==> src/rtl/tilelink_regfile_pkg.sv <==
// tilelink_regfile_pkg: TileLink-UL channel types, register kinds and mask helper
package tilelink_regfile_pkg;

    localparam int TL_AW = 32;
    localparam int TL_DW = 32;
    localparam int TL_SW = 3;
    localparam int TL_IW = 8;

    typedef enum logic [2:0] {
        PUT_FULL_DATA    = 3'd0,
        PUT_PARTIAL_DATA = 3'd1,
        ARITHMETIC_DATA  = 3'd2,
        LOGICAL_DATA     = 3'd3,
        GET              = 3'd4,
        HINT             = 3'd5
    } tl_a_op_e;

    typedef enum logic [2:0] {
        ACCESS_ACK      = 3'd0,
        ACCESS_ACK_DATA = 3'd1,
        HINT_ACK        = 3'd2
    } tl_d_op_e;

    typedef struct packed {
        logic               a_valid;
        tl_a_op_e           a_opcode;
        logic [2:0]         a_param;
        logic [TL_SW-1:0]   a_size;
        logic [TL_IW-1:0]   a_source;
        logic [TL_AW-1:0]   a_address;
        logic [TL_DW/8-1:0] a_mask;
        logic [TL_DW-1:0]   a_data;
    } tilelink_a;

    typedef struct packed {
        logic             d_valid;
        tl_d_op_e         d_opcode;
        logic [2:0]       d_param;
        logic [TL_SW-1:0] d_size;
        logic [TL_IW-1:0] d_source;
        logic             d_sink;
        logic [TL_DW-1:0] d_data;
        logic             d_error;
        logic             d_ready;
    } tilelink_d;

    localparam logic [1:0] REG_RW  = 2'd0;
    localparam logic [1:0] REG_RO  = 2'd1;
    localparam logic [1:0] REG_W1C = 2'd2;

    function automatic logic [TL_DW-1:0] expand_bitmask(input logic [TL_DW/8-1:0] m);
        logic [TL_DW-1:0] r;
        for (int b = 0; b < TL_DW/8; b++) r[8*b +: 8] = {8{m[b]}};
        return r;
    endfunction

endpackage

==> src/rtl/tilelink_reg_cell.sv <==
// tilelink_reg_cell: one 32-bit register, read/write, read-only passthrough or write-1-to-clear
module tilelink_reg_cell
    import tilelink_regfile_pkg::*;
#(
    parameter logic [1:0]  MODE = REG_RW,
    parameter logic [31:0] INIT = 32'h0
) (
    input  logic        clock,
    input  logic        reset_n,
    input  logic        we,
    input  logic [31:0] wdata,
    input  logic [31:0] wmask,
    input  logic [31:0] hw_set,
    input  logic [31:0] hw_rdata,
    output logic [31:0] q
);

    logic unused_inputs;
    assign unused_inputs = ^{we, wdata, wmask, hw_set, hw_rdata};

    if (MODE == REG_RO) begin : g_ro
        assign q = hw_rdata;
    end else begin : g_store
        logic [31:0] r;
        // W1C: clear written ones, then OR in hardware sets so a same-cycle set wins
        always_ff @(posedge clock or negedge reset_n) begin
            if (!reset_n) r <= INIT;
            else if (MODE == REG_W1C) r <= (r & ~(we ? (wdata & wmask) : 32'h0)) | hw_set;
            else if (we) r <= (r & ~wmask) | (wdata & wmask);
        end
        assign q = r;
    end

endmodule

==> src/rtl/tilelink_regfile.sv <==
// tilelink_regfile: TileLink-UL register bank with decode, response register and D handshake
module tilelink_regfile
    import tilelink_regfile_pkg::*;
#(
    parameter int                NREGS     = 4,
    parameter logic [31:0]       ADDR_MASK = 32'hF000_0000,
    parameter logic [31:0]       ADDR_TAG  = 32'hF000_0000,
    parameter logic [31:0]       INIT      = 32'h0,
    parameter logic [NREGS-1:0]  RO_MASK   = '0,
    parameter logic [NREGS-1:0]  W1C_MASK  = '0
) (
    input  logic                  clock,
    input  logic                  reset_n,
    input  tilelink_a             bus_tla,
    input  logic                  bus_d_ready,
    output tilelink_d             bus_tld,
    input  logic [NREGS*32-1:0]   hw_rdata,
    input  logic [NREGS*32-1:0]   hw_set,
    output logic [NREGS*32-1:0]   reg_q
);

    localparam int IW = (NREGS > 1) ? $clog2(NREGS) : 1;
    localparam logic [IW:0] NLIM = NREGS[IW:0];

    typedef enum logic {IDLE, RESP} state_e;

    state_e           state, state_nx;
    logic [IW-1:0]    idx;
    logic             a_ready, accept, bad_idx, is_get, is_put, ro_hit, err, wr;
    logic [31:0]      wmask, rdata;
    tl_d_op_e         rsp_op;
    logic [31:0]      rsp_data;
    logic             rsp_err;
    logic [TL_IW-1:0] rsp_src;
    logic [TL_SW-1:0] rsp_size;
    logic             unused_param;

    assign unused_param = ^bus_tla.a_param;
    assign idx     = (NREGS > 1) ? bus_tla.a_address[2 +: IW] : '0;
    assign bad_idx = {1'b0, idx} >= NLIM;
    assign a_ready = (state == IDLE) || bus_d_ready;
    assign accept  = bus_tla.a_valid && a_ready && ((bus_tla.a_address & ADDR_MASK) == ADDR_TAG);
    assign is_get  = bus_tla.a_opcode == GET;
    assign is_put  = (bus_tla.a_opcode == PUT_FULL_DATA) || (bus_tla.a_opcode == PUT_PARTIAL_DATA);
    assign wmask   = expand_bitmask(bus_tla.a_mask);
    assign err     = bad_idx || !(is_get || is_put) || (is_put && ro_hit);
    assign wr      = accept && is_put && !err;

    // Read mux over the visible register words; also flags read-only targets
    always_comb begin
        rdata  = '0;
        ro_hit = 1'b0;
        for (int i = 0; i < NREGS; i++) begin
            if (idx == IW'(i)) begin
                rdata  = reg_q[32*i +: 32];
                ro_hit = RO_MASK[i];
            end
        end
    end

    for (genvar i = 0; i < NREGS; i++) begin : g_cell
        localparam logic [1:0] KIND = RO_MASK[i] ? REG_RO : (W1C_MASK[i] ? REG_W1C : REG_RW);
        tilelink_reg_cell #(.MODE(KIND), .INIT(INIT)) u_cell (
            .clock    (clock),
            .reset_n  (reset_n),
            .we       (wr && (idx == IW'(i))),
            .wdata    (bus_tla.a_data),
            .wmask    (wmask),
            .hw_set   (hw_set[32*i +: 32]),
            .hw_rdata (hw_rdata[32*i +: 32]),
            .q        (reg_q[32*i +: 32])
        );
    end

    // Handshake state register
    always_ff @(posedge clock or negedge reset_n) begin
        if (!reset_n) state <= IDLE;
        else state <= state_nx;
    end

    // Accept always loads a fresh response; otherwise hold until the host takes it
    always_comb begin
        state_nx = accept ? RESP : ((state == RESP && !bus_d_ready) ? RESP : IDLE);
    end

    // Response register captured at accept, held stable under backpressure
    always_ff @(posedge clock or negedge reset_n) begin
        if (!reset_n) begin
            rsp_op   <= ACCESS_ACK;
            rsp_data <= '0;
            rsp_err  <= 1'b0;
            rsp_src  <= '0;
            rsp_size <= '0;
        end else if (accept) begin
            rsp_op   <= is_get ? ACCESS_ACK_DATA : ACCESS_ACK;
            rsp_data <= (is_get && !err) ? rdata : '0;
            rsp_err  <= err;
            rsp_src  <= bus_tla.a_source;
            rsp_size <= bus_tla.a_size;
        end
    end

    // D-channel outputs; d_ready reports A-channel readiness
    always_comb begin
        bus_tld.d_valid  = state == RESP;
        bus_tld.d_opcode = rsp_op;
        bus_tld.d_param  = '0;
        bus_tld.d_size   = rsp_size;
        bus_tld.d_source = rsp_src;
        bus_tld.d_sink   = 1'b0;
        bus_tld.d_data   = rsp_data;
        bus_tld.d_error  = rsp_err;
        bus_tld.d_ready  = a_ready;
    end

endmodule

==> config.mk <==
export PLATFORM = sky130hd
export DESIGN_NAME = tilelink_regfile
export DESIGN_NICKNAME = d
export VERILOG_FILES = /design/src/rtl/tilelink_regfile_pkg.sv /design/src/rtl/tilelink_reg_cell.sv /design/src/rtl/tilelink_regfile.sv
export SDC_FILE = /design/constraint.sdc
export NUM_CORES = 1
export LEC_CHECK = 0
export CAP_MARGIN = 20
export CORE_AREA = 2 2 206 208
export CTS_CLUSTER_DIAMETER = 100
export DETAILED_ROUTE_END_ITERATION = 10
export DIE_AREA = 0 0 208 210
export PLACE_DENSITY = 0.47
export SYNTH_ARGS = -nofsm -noshare
export SYNTH_HDL_FRONTEND = slang
export SYNTH_SLANG_ARGS = --single-unit
export TNS_END_PERCENT = 30
==> constraint.sdc <==
create_clock -name clock -period 1.96 [get_ports clock]
set_input_delay 0.392 -clock clock [delete_from_list [all_inputs] [get_ports clock]]
set_output_delay 0.392 -clock clock [all_outputs]
set_load 0.01 [all_outputs]
# [Word level (Yosys, flattened, before mapping)]
# Index checks and enable logic that the tools add are counted.
[totals] input_bits=345 elab_cells=52 regBits=176 output_inout_bits=181
[classes] muxes=8 reduce_logical=17 bitwise_logic=11 eq_ne=6
[ops] cell="AND 32 bit" n=5
[ops] cell="two-way mux 32 bit" n=5
[ops] cell="OR 32 bit" n=4
[ops] cell="NOT 32 bit" n=1
[ops] cell="logical AND 1 bit" n=10
[ops] cell="equality test 2 bit, second input constant" n=2
[ops] cell="equality test 4 bit, second input constant" n=1
[ops] cell="equality test 3 x 1 -> 1 bit, second input constant" n=1
[ops] cell="equality test 3 bit, second input constant" n=1
[ops] cell="zero test 3 bit" n=1
[ops] cell="logical OR 1 bit" n=3
[ops] cell="two-way mux 1 bit" n=3
[ops] cell="equality test 2 x 1 -> 1 bit, second input constant" n=1
[ops] cell="zero test 1 bit" n=2
[ops] cell="zero test 2 bit" n=1
[ops] cell="NOT 1 bit" n=1

# [Longest topological paths before layout]
[logic_depth] depth_word=7 mapped_depth=7 depth_no_buf=4

# [By module]
# A second synthesis with hierarchy kept.
[unflattened] hier_cells=561 hier_area_um2=8449.4
[modules_own_cells] module="tilelink_reg_cell" instances=4 seq_area_each_um2=800.8 area_per_inst_um2=1427.6 cells_each=99
[modules_own_cells] module="tilelink_regfile" instances=1 seq_area_each_um2=1151.1 area_per_inst_um2=2738.9 cells_each=165

# [Worst setup path before layout]
# OpenSTA, ideal clock, no wires.
[synth_path] path_type="input-to-reg" from="input bus_tla[38] (netlist bit)" to="register rsp_data[25]" setup_ps=121 cell_stages=4 path_slack_ps=257 arrival_ps=1582 n_path_buf=2 t_required_ps=1839 path_cell_list="buf_2 -> buf_2 -> mux4_2 -> a22o_1"
[synth_between] elab_chain_len=6 elab_cells_between_ends=9 classes_between="eq/ne (3); mux (5); reduce/logical (1)"
[synth_lines] item="from (decl)" line_no="tilelink_regfile.sv:14" text="input tilelink_a bus_tla,"
[synth_lines] item="zero test 2 bit" line_no="tilelink_regfile.sv:54" text="if (idx == IW'(i)) begin"
[synth_lines] item="two-way mux 32 bit (3 in a row)" line_no="tilelink_regfile.sv:54"
[synth_lines] item="two-way mux 32 bit *" line_no="tilelink_regfile.sv:54"
[synth_lines] item="two-way mux 32 bit *" line_no="tilelink_regfile.sv:96" text="rsp_data <= (is_get && !err) ? rdata : '0;"
[synth_lines] item="to (signal assigned)" line_no="tilelink_regfile.sv:96"
[synth_lines] item="to (decl)" line_no="tilelink_regfile.sv:32" text="logic [31:0] rsp_data;"
# Every way passes the cells marked *; elsewhere a longest branch is shown, timed or not.
# A chain may end at the register's enable or synchronous reset.

==> run_results.csv <==
group,metric,value,unit
logic_synthesis,yosysUniqueCellTypes,25,
setup_path,r2r_start,"state",
drt,wl,27800,µm
logic_synthesis,synth_top_area_share,0.583,
setup_path,worst_setup_path_end_kind,"primary output",
setup_path,cp-endpoint,"reg_q[127]",
placement,place_hpwl,20300,µm
setup_path,cp_cell_sequence,"clkdlybuf4s50_1",
power_and_ir_drop,powerDensity,720,nW/µm²
drt,wl_per_cell,22.0,µm
setup_path,arrival,1520,ps
clock_tree,htree_levels,4,
clock_tree,insertion_delay,450,ps
die,core,41500,µm²
setup_path,crit_fanout,3,
clock_tree,cts-buffers-inserted,17,
power_and_ir_drop,ir_worst_vdd,512,µV
grt,grt_pass1_wl,40200,µm
power_and_ir_drop,pwr-share-clk,0.432,
finish,drive_gt1_frac,0.365,
sta,fin_crit_sh,0.973,
finish,syn_to_final_growth,54.5,%
die,rows,75,
drt,drt-initial-drc-count,175,
die,start_util,0.180,
setup_path,max_stage_delay,650,ps
logic_synthesis,synth_edf_count,0,
job,maxCapViolCount,0,
die,num_io_pins,526,
grt,grt_max_degree,44,
setup_path,crit_type,"flop to primary output",
drt,ant_nets,0,
power_and_ir_drop,p_int,0.00609,W
power_and_ir_drop,sequentialPowerShare,0.459,
sta,drv_slew,0,
die,dieArea,43700,µm²
power_and_ir_drop,sw_frac_of_total,0.268,
placement,dp.cells,1230,
logic_synthesis,synth.area.top_cells,"dfrtp_1 58%, mux2_2 19%, mux4_2 9.6%, a22o_1 3.8%, mux2_4 3.2%",
power_and_ir_drop,p_sw,0.00223,W
clock_tree,clk_path_buf_depth,2,
setup_path,startpoint_type,"flop",
clock_tree,root_buffer,"clkbuf_16",
logic_synthesis,yosys_warnings,0,
placement,gp_congestion,0.750,
logic_synthesis,postSynthCellCount,445,
drt,firstDrtPassIters,4,
finish,fin_cells,1266,
setup_path,r2r_cells,6,
setup_path,rrSetupSlack,120,ps
logic_synthesis,syn_area_per_cell,16.8,µm²
logic_synthesis,ys.flop_type,"dfrtp_1",
setup_path,critPathSlowestCell,"clkdlybuf4s50_1",
grt,overflow,0,
setup_path,cp_top_family,"buffers and inverters",
sta,period_minus_slack,1910,ps
clock_tree,path_clk_slew,90,ps
finish,fillers,4308,
drt,num_vias,5037,
sta,fmax,524,MHz
power_and_ir_drop,total_power,0.00831,W
logic_synthesis,synth_top_area_cell,"dfrtp_1",
finish,final_nets,1058,
finish,seqCellArea,4350,µm²
die,die_h,210,µm
logic_synthesis,syn_area,7470,µm²
setup_path,crit_buf_inv,1,
placement,io_buffers,234,
sta,hold_viol_final,0,
finish,multiInputGateArea,2910,µm²
run_status,status,"complete, no violations",
logic_synthesis,async_flop_share,1.00,
min_path,hold_class,"primary input to async pin",
grt,antenna_found_initial,3,
setup_path,cp.depth,1,
power_and_ir_drop,p_comb_frac,0.110,
setup_path,required,1570,ps
clock_tree,cts.sink_count,174,
logic_synthesis,yosysMostFrequentCell,"dfrtp_1",
logic_synthesis,synth_seq_area_share,0.583,
clock_tree,cts_tree,"done",
drt,vias_per_cell,3.98,
grt,track_usage,0.128,
sta,setup_viol,0,
drt,drc,0,
logic_synthesis,synth_top_cells_by_count,"174 x dfrtp_1, 123 x mux2_2, 32 x a22o_1, 32 x mux4_2, 16 x mux2_4",
grt,grt_pass1_vias,5472,
sta,fin_skew,14.3,ps
power_and_ir_drop,leakage,5.10,nW
die,fp.dieW,208,µm
logic_synthesis,synth_seq_cells,174,
[worst min path at each step]
stage,slack [ps],startpoint,cells after the start,to
after floorplan,100,reset_n,0,async pin
after global placement,380,reset_n,1,async pin
after detailed placement,380,reset_n,1,async pin
after CTS,440,reset_n,2,async pin
after global routing,470,reset_n,2,async pin
final,450,reset_n,2,async pin
[cell families (layout without fill, tap and decap cells)]
logic type / count (synthesis) / after routing / share of synthesized area
compound gates: 35 / 35 / 0.0399
buf+inv: 36 / 312 / 0.0295
flops: 174 / 174 / 0.583
mux: 171 / 171 / 0.314
other cells: 1 / 7 / 0.000502
simple gates: 28 / 28 / 0.0330
[timing repair]
item / in CTS / in global routing
hold endpoints to repair: 37 / 0
setup buffers: 0 / 1
pin swaps: 0 / 1
cloned: 0 / 1
setup endpoints to repair: 8 / 25
hold buffers: 1 / 0
gates resized for setup: 2 / 2
[area by class of cell]
| cell class | instances | area share |
|---|---|---|
| Clock inverter | 15 | 0.0163 |
| Clock buffer | 17 | 0.0369 |
| Tap cell | 539 | 0.0584 |
| Sequential cell | 174 | 0.377 |
| Antenna cell | 1 | 0.000217 |
| Multi-Input combinational cell | 240 | 0.252 |
| Timing Repair Buffer | 280 | 0.258 |
[layout by cell type (no fill, tap or decap), types with 2 or more instances in the layout]
cell and n:
clkdlybuf4s50_1 230, dfrtp_1 174, mux2_2 123, mux4_2 32
a22o_1 32, buf_12 22, buf_4 21, clkbuf_16 18
mux2_4 16, nand3_2 8, and3_1 7, conb_1 6
clkinv_8 4, inv_6 4, inv_8 3, nand2_1 2
and3b_1 2, and3_4 2, clkinvlp_4 2, buf_2 2
[metrics by stage]
stage          cell area (µm²)  setup slack, ps  utilization  hold WS, ps  TNS [ps]
6_report                 11500             52.2        0.278          451         0
4_1_cts                  11500             9.87        0.278          444         0
2_1_floorplan             7490              257            -         96.4         0
3_5_place_dp             10900             -472        0.263          378    -59560
3_3_place_gp             10900             -475        0.263          377    -58350
5_1_grt                  11500            -7.55        0.278          472     -16.1
[power groups by stage]
stage                     combinational [W]  clock, W  sequential, W
after global placement             0.000929         0        0.00388
after floorplan                    0.000253         0        0.00393
final                              0.000913   0.00359        0.00381
after global routing               0.000979   0.00387        0.00383
after CTS                          0.000935   0.00375        0.00381
after detailed placement           0.000930         0        0.00388
[layer usage]
metal	up-vias	GRT usage	share of wire
met1	2635	0.151	0.41
met4	2	0.0313	0.014
met5	-	0	0.00047
met2	161	0.221	0.51
met3	21	0.0451	0.069
li1	2218	-	-
Power figures use the tool's default switching activity.
==> RTL edit: new RTL, same settings <==
Reset style: synchronous (`reset_n`), changed in 3 clocked blocks.
--- a/src/rtl/tilelink_reg_cell.sv
+++ b/src/rtl/tilelink_reg_cell.sv
@@ -23,7 +23,7 @@
     end else begin : g_store
         logic [31:0] r;
         // W1C: clear written ones, then OR in hardware sets so a same-cycle set wins
-        always_ff @(posedge clock or negedge reset_n) begin
+        always_ff @(posedge clock) begin
             if (!reset_n) r <= INIT;
             else if (MODE == REG_W1C) r <= (r & ~(we ? (wdata & wmask) : 32'h0)) | hw_set;
             else if (we) r <= (r & ~wmask) | (wdata & wmask);
--- a/src/rtl/tilelink_regfile.sv
+++ b/src/rtl/tilelink_regfile.sv
@@ -73,7 +73,7 @@
     end
 
     // Handshake state register
-    always_ff @(posedge clock or negedge reset_n) begin
+    always_ff @(posedge clock) begin
         if (!reset_n) state <= IDLE;
         else state <= state_nx;
     end
@@ -84,7 +84,7 @@
     end
 
     // Response register captured at accept, held stable under backpressure
-    always_ff @(posedge clock or negedge reset_n) begin
+    always_ff @(posedge clock) begin
         if (!reset_n) begin
             rsp_op   <= ACCESS_ACK;
             rsp_data <= '0;
Formal check against the unedited RTL: differs if reset_n is asserted again (counterexample within 4 cycles, from zero or initial values and one cycle with reset_n low); with reset_n held inactive, the same outputs for 4 cycles.
==> RTL edit against the original RTL <==
- first-iteration DRC count increased by 100%
- critical endpoint is now reg_q[95]
- routed wire length increased by 1.6%
- design area down 2.2%
- utilization fell by 0.61 points
- worst setup slack better by 28 ps
- sequential cell count unchanged
- synthesized cell count rose by 47%
- area after synthesis is 1.0% lower
- die area did not move
- clock skew decreased by 6.6 ps
Power is not compared: it rests on default switching activity, and its combinational part moved more than twofold at a synthesized area within 25%.
==> RTL edit: results (changes against the original RTL) <==
The share of post-route cells with drive strength above 1 is 0.131 (-0.234). The via count of the first global-routing pass came out at 5954 (+8.8%). The quantity of I/O buffers inserted on ports is 234 (unchanged). The initial antenna violation count came out at 2 (-1). The worst slack on hold paths is 313 ps (-138 ps). By count the netlist is led by sky130_fd_sc_hd__nand2_1, sky130_fd_sc_hd__dfxtp_1, sky130_fd_sc_hd__mux2i_1.

The number of iterations in the first detailed-routing pass came to 6 (+2). For this run, the leading register cell type out of synthesis is sky130_fd_sc_hd__dfxtp_1. The multiplexer share of the synthesized area is 0.279 (-0.0346).

The Yosys warning count is 0 (unchanged). The highest net fanout along the worst path is 3 (unchanged). The clock-pin slew on the worst setup and hold paths was 70 ps (-20 ps). The post-synthesis async set-or-reset flop share was 0 (-1.00).

In this run the most critical hold path is launched from reset_n. The depth of the worst register-to-register path came out at 6 (unchanged). The arrival time at the worst endpoint came out at 1490 ps (-30 ps). The analysis attributes to cell leakage a power of approximately 4.3 nW. The wire length per cell was 19.4 µm (-12%). The number of DRC markers after the initial detailed-route iteration came out at 355 (+100%). The cell count of the worst hold path is 3. The net count reported at finish is 1249 (+18%). The XOR/XNOR share of the synthesized area was 0 (unchanged). The post-detailed-route via-to-cell ratio came out at 4.02 (+1.0%). The reg-to-reg setup timing slack is 470 ps (+350 ps).

The launch instance of the worst register-to-register path is state. The maximum clock skew at final layout came out at 7.66 ps (-6.63 ps). The first-pass GRT wire length came out at 41.4 mm (+3.1%). The library cell contributing the largest single delay on the critical path is sky130_fd_sc_hd__clkdlybuf4s50_1.

The fraction of the mapped netlist area in adder cells was 0 (unchanged). The global-route usage over all layers was 0.130 (+0.00211). The layout filler cell count came to 4363 (+1.3%). CTS placed an instance of sky130_fd_sc_hd__clkbuf_16 at the clock tree root. The HPWL reported at the end of detailed placement is 20.7 mm (+2.2%). The number of distinct library cells after synthesis is 29 (+16%).

The critical path's largest stage delay came out at 670 ps (+20 ps). The number of antenna diodes came out at 0 (-1). By area the synthesized netlist is led by sky130_fd_sc_hd__dfxtp_1, sky130_fd_sc_hd__mux2i_1, sky130_fd_sc_hd__nand2_1. The CTS buffer count came to 17 (unchanged).

The total cell area at the placement stage came out at 0.0107 mm² (-1.8%). The synthesized-area fraction occupied by ao, oa, aoi and oai cells is 0.0576 (+0.0177). The insertion delay of the later-clocked pin in the worst-skew pair is ~440 ps. The maximum root-to-sink buffer count came to 2 (unchanged). The count of H-tree levels built during CTS came out at 4 (unchanged). The cell family contributing the most delay on the critical path is buffers and inverters. The maximum number of pins on one net before global-route repair is 64 (+45%). IR analysis of the VDD net gives a maximum drop of between 0.5 and 0.6 mV. The path type of the worst min-delay path is in -> reg. The final weighted congestion in routability-driven placement was 0.745 (-0.73%). The share of the yosys chip area belonging to registers came out at 0.471 (-0.112). The flow ran to the end, and the final reports show no timing, DRC or antenna violations.
RTL edit: power by group:
| part | internal [mW] | total (mW) | switching (mW) |
|---|---|---|---|
| sequential | 3.54 | 3.54 | 0.00343 |
| combinational | 0.212 | 0.450 | 0.239 |
| clock | 1.94 | 3.50 | 1.56 |
RTL edit: worst max path at each step:
stage                 from           end  slack, ps
2_1_floorplan  bus_tla[39]  rsp_data[10]        290
3_3_place_gp   bus_d_ready     flip-flop       -290
3_5_place_dp   bus_d_ready     flip-flop       -280
4_1_cts          flip-flop     reg_q[90]          8
5_1_grt          flip-flop     reg_q[90]         20
6_report         flip-flop     reg_q[95]         80
RTL edit: kinds of logic after synthesis:
family,Yosys count
AOI/OAI and AO/OA,46
buffers and inverters,53
DFF,174
muxes,160
other,1
and+or+nand+nor,220
RTL edit: timing repair:
| action | CTS | global route |
|---|---|---|
| gates resized for setup | 4 | 0 |
| setup endpoints to repair | 2 | 0 |
| setup buffers | 0 | 0 |
RTL edit: final cells by class:
cell class              instances  share of cell area
clock buffers                  18              0.0389
clock inverters                14              0.0140
multi-input cells             432               0.322
flip-flops and latches        174               0.309
well taps                     539              0.0597
repair buffers                279               0.256
RTL edit: stage by stage:
step,util,TNS [ps],setup slack [ps],instances
2_1_floorplan,-,0,293,659
3_3_place_gp,0.258,-35880,-293,1424
3_5_place_dp,0.258,-35690,-279,1424
4_1_cts,0.272,0,7.60,1456
5_1_grt,0.272,0,16.5,1456
6_report,0.272,0,80.7,1456
RTL edit: routing by layer:
metal | global-route usage | vias up | part of all wire | wire length, µm
met2 | 0.204 | 199 | 0.46 | 13000
met1 | 0.169 | 2807 | 0.46 | 13100
li1 | - | 2831 | - | -
met4 | 0.0286 | 4 | 0.0078 | 221
met5 | 0 | - | 0.0011 | 30
met3 | 0.0492 | 12 | 0.069 | 1960
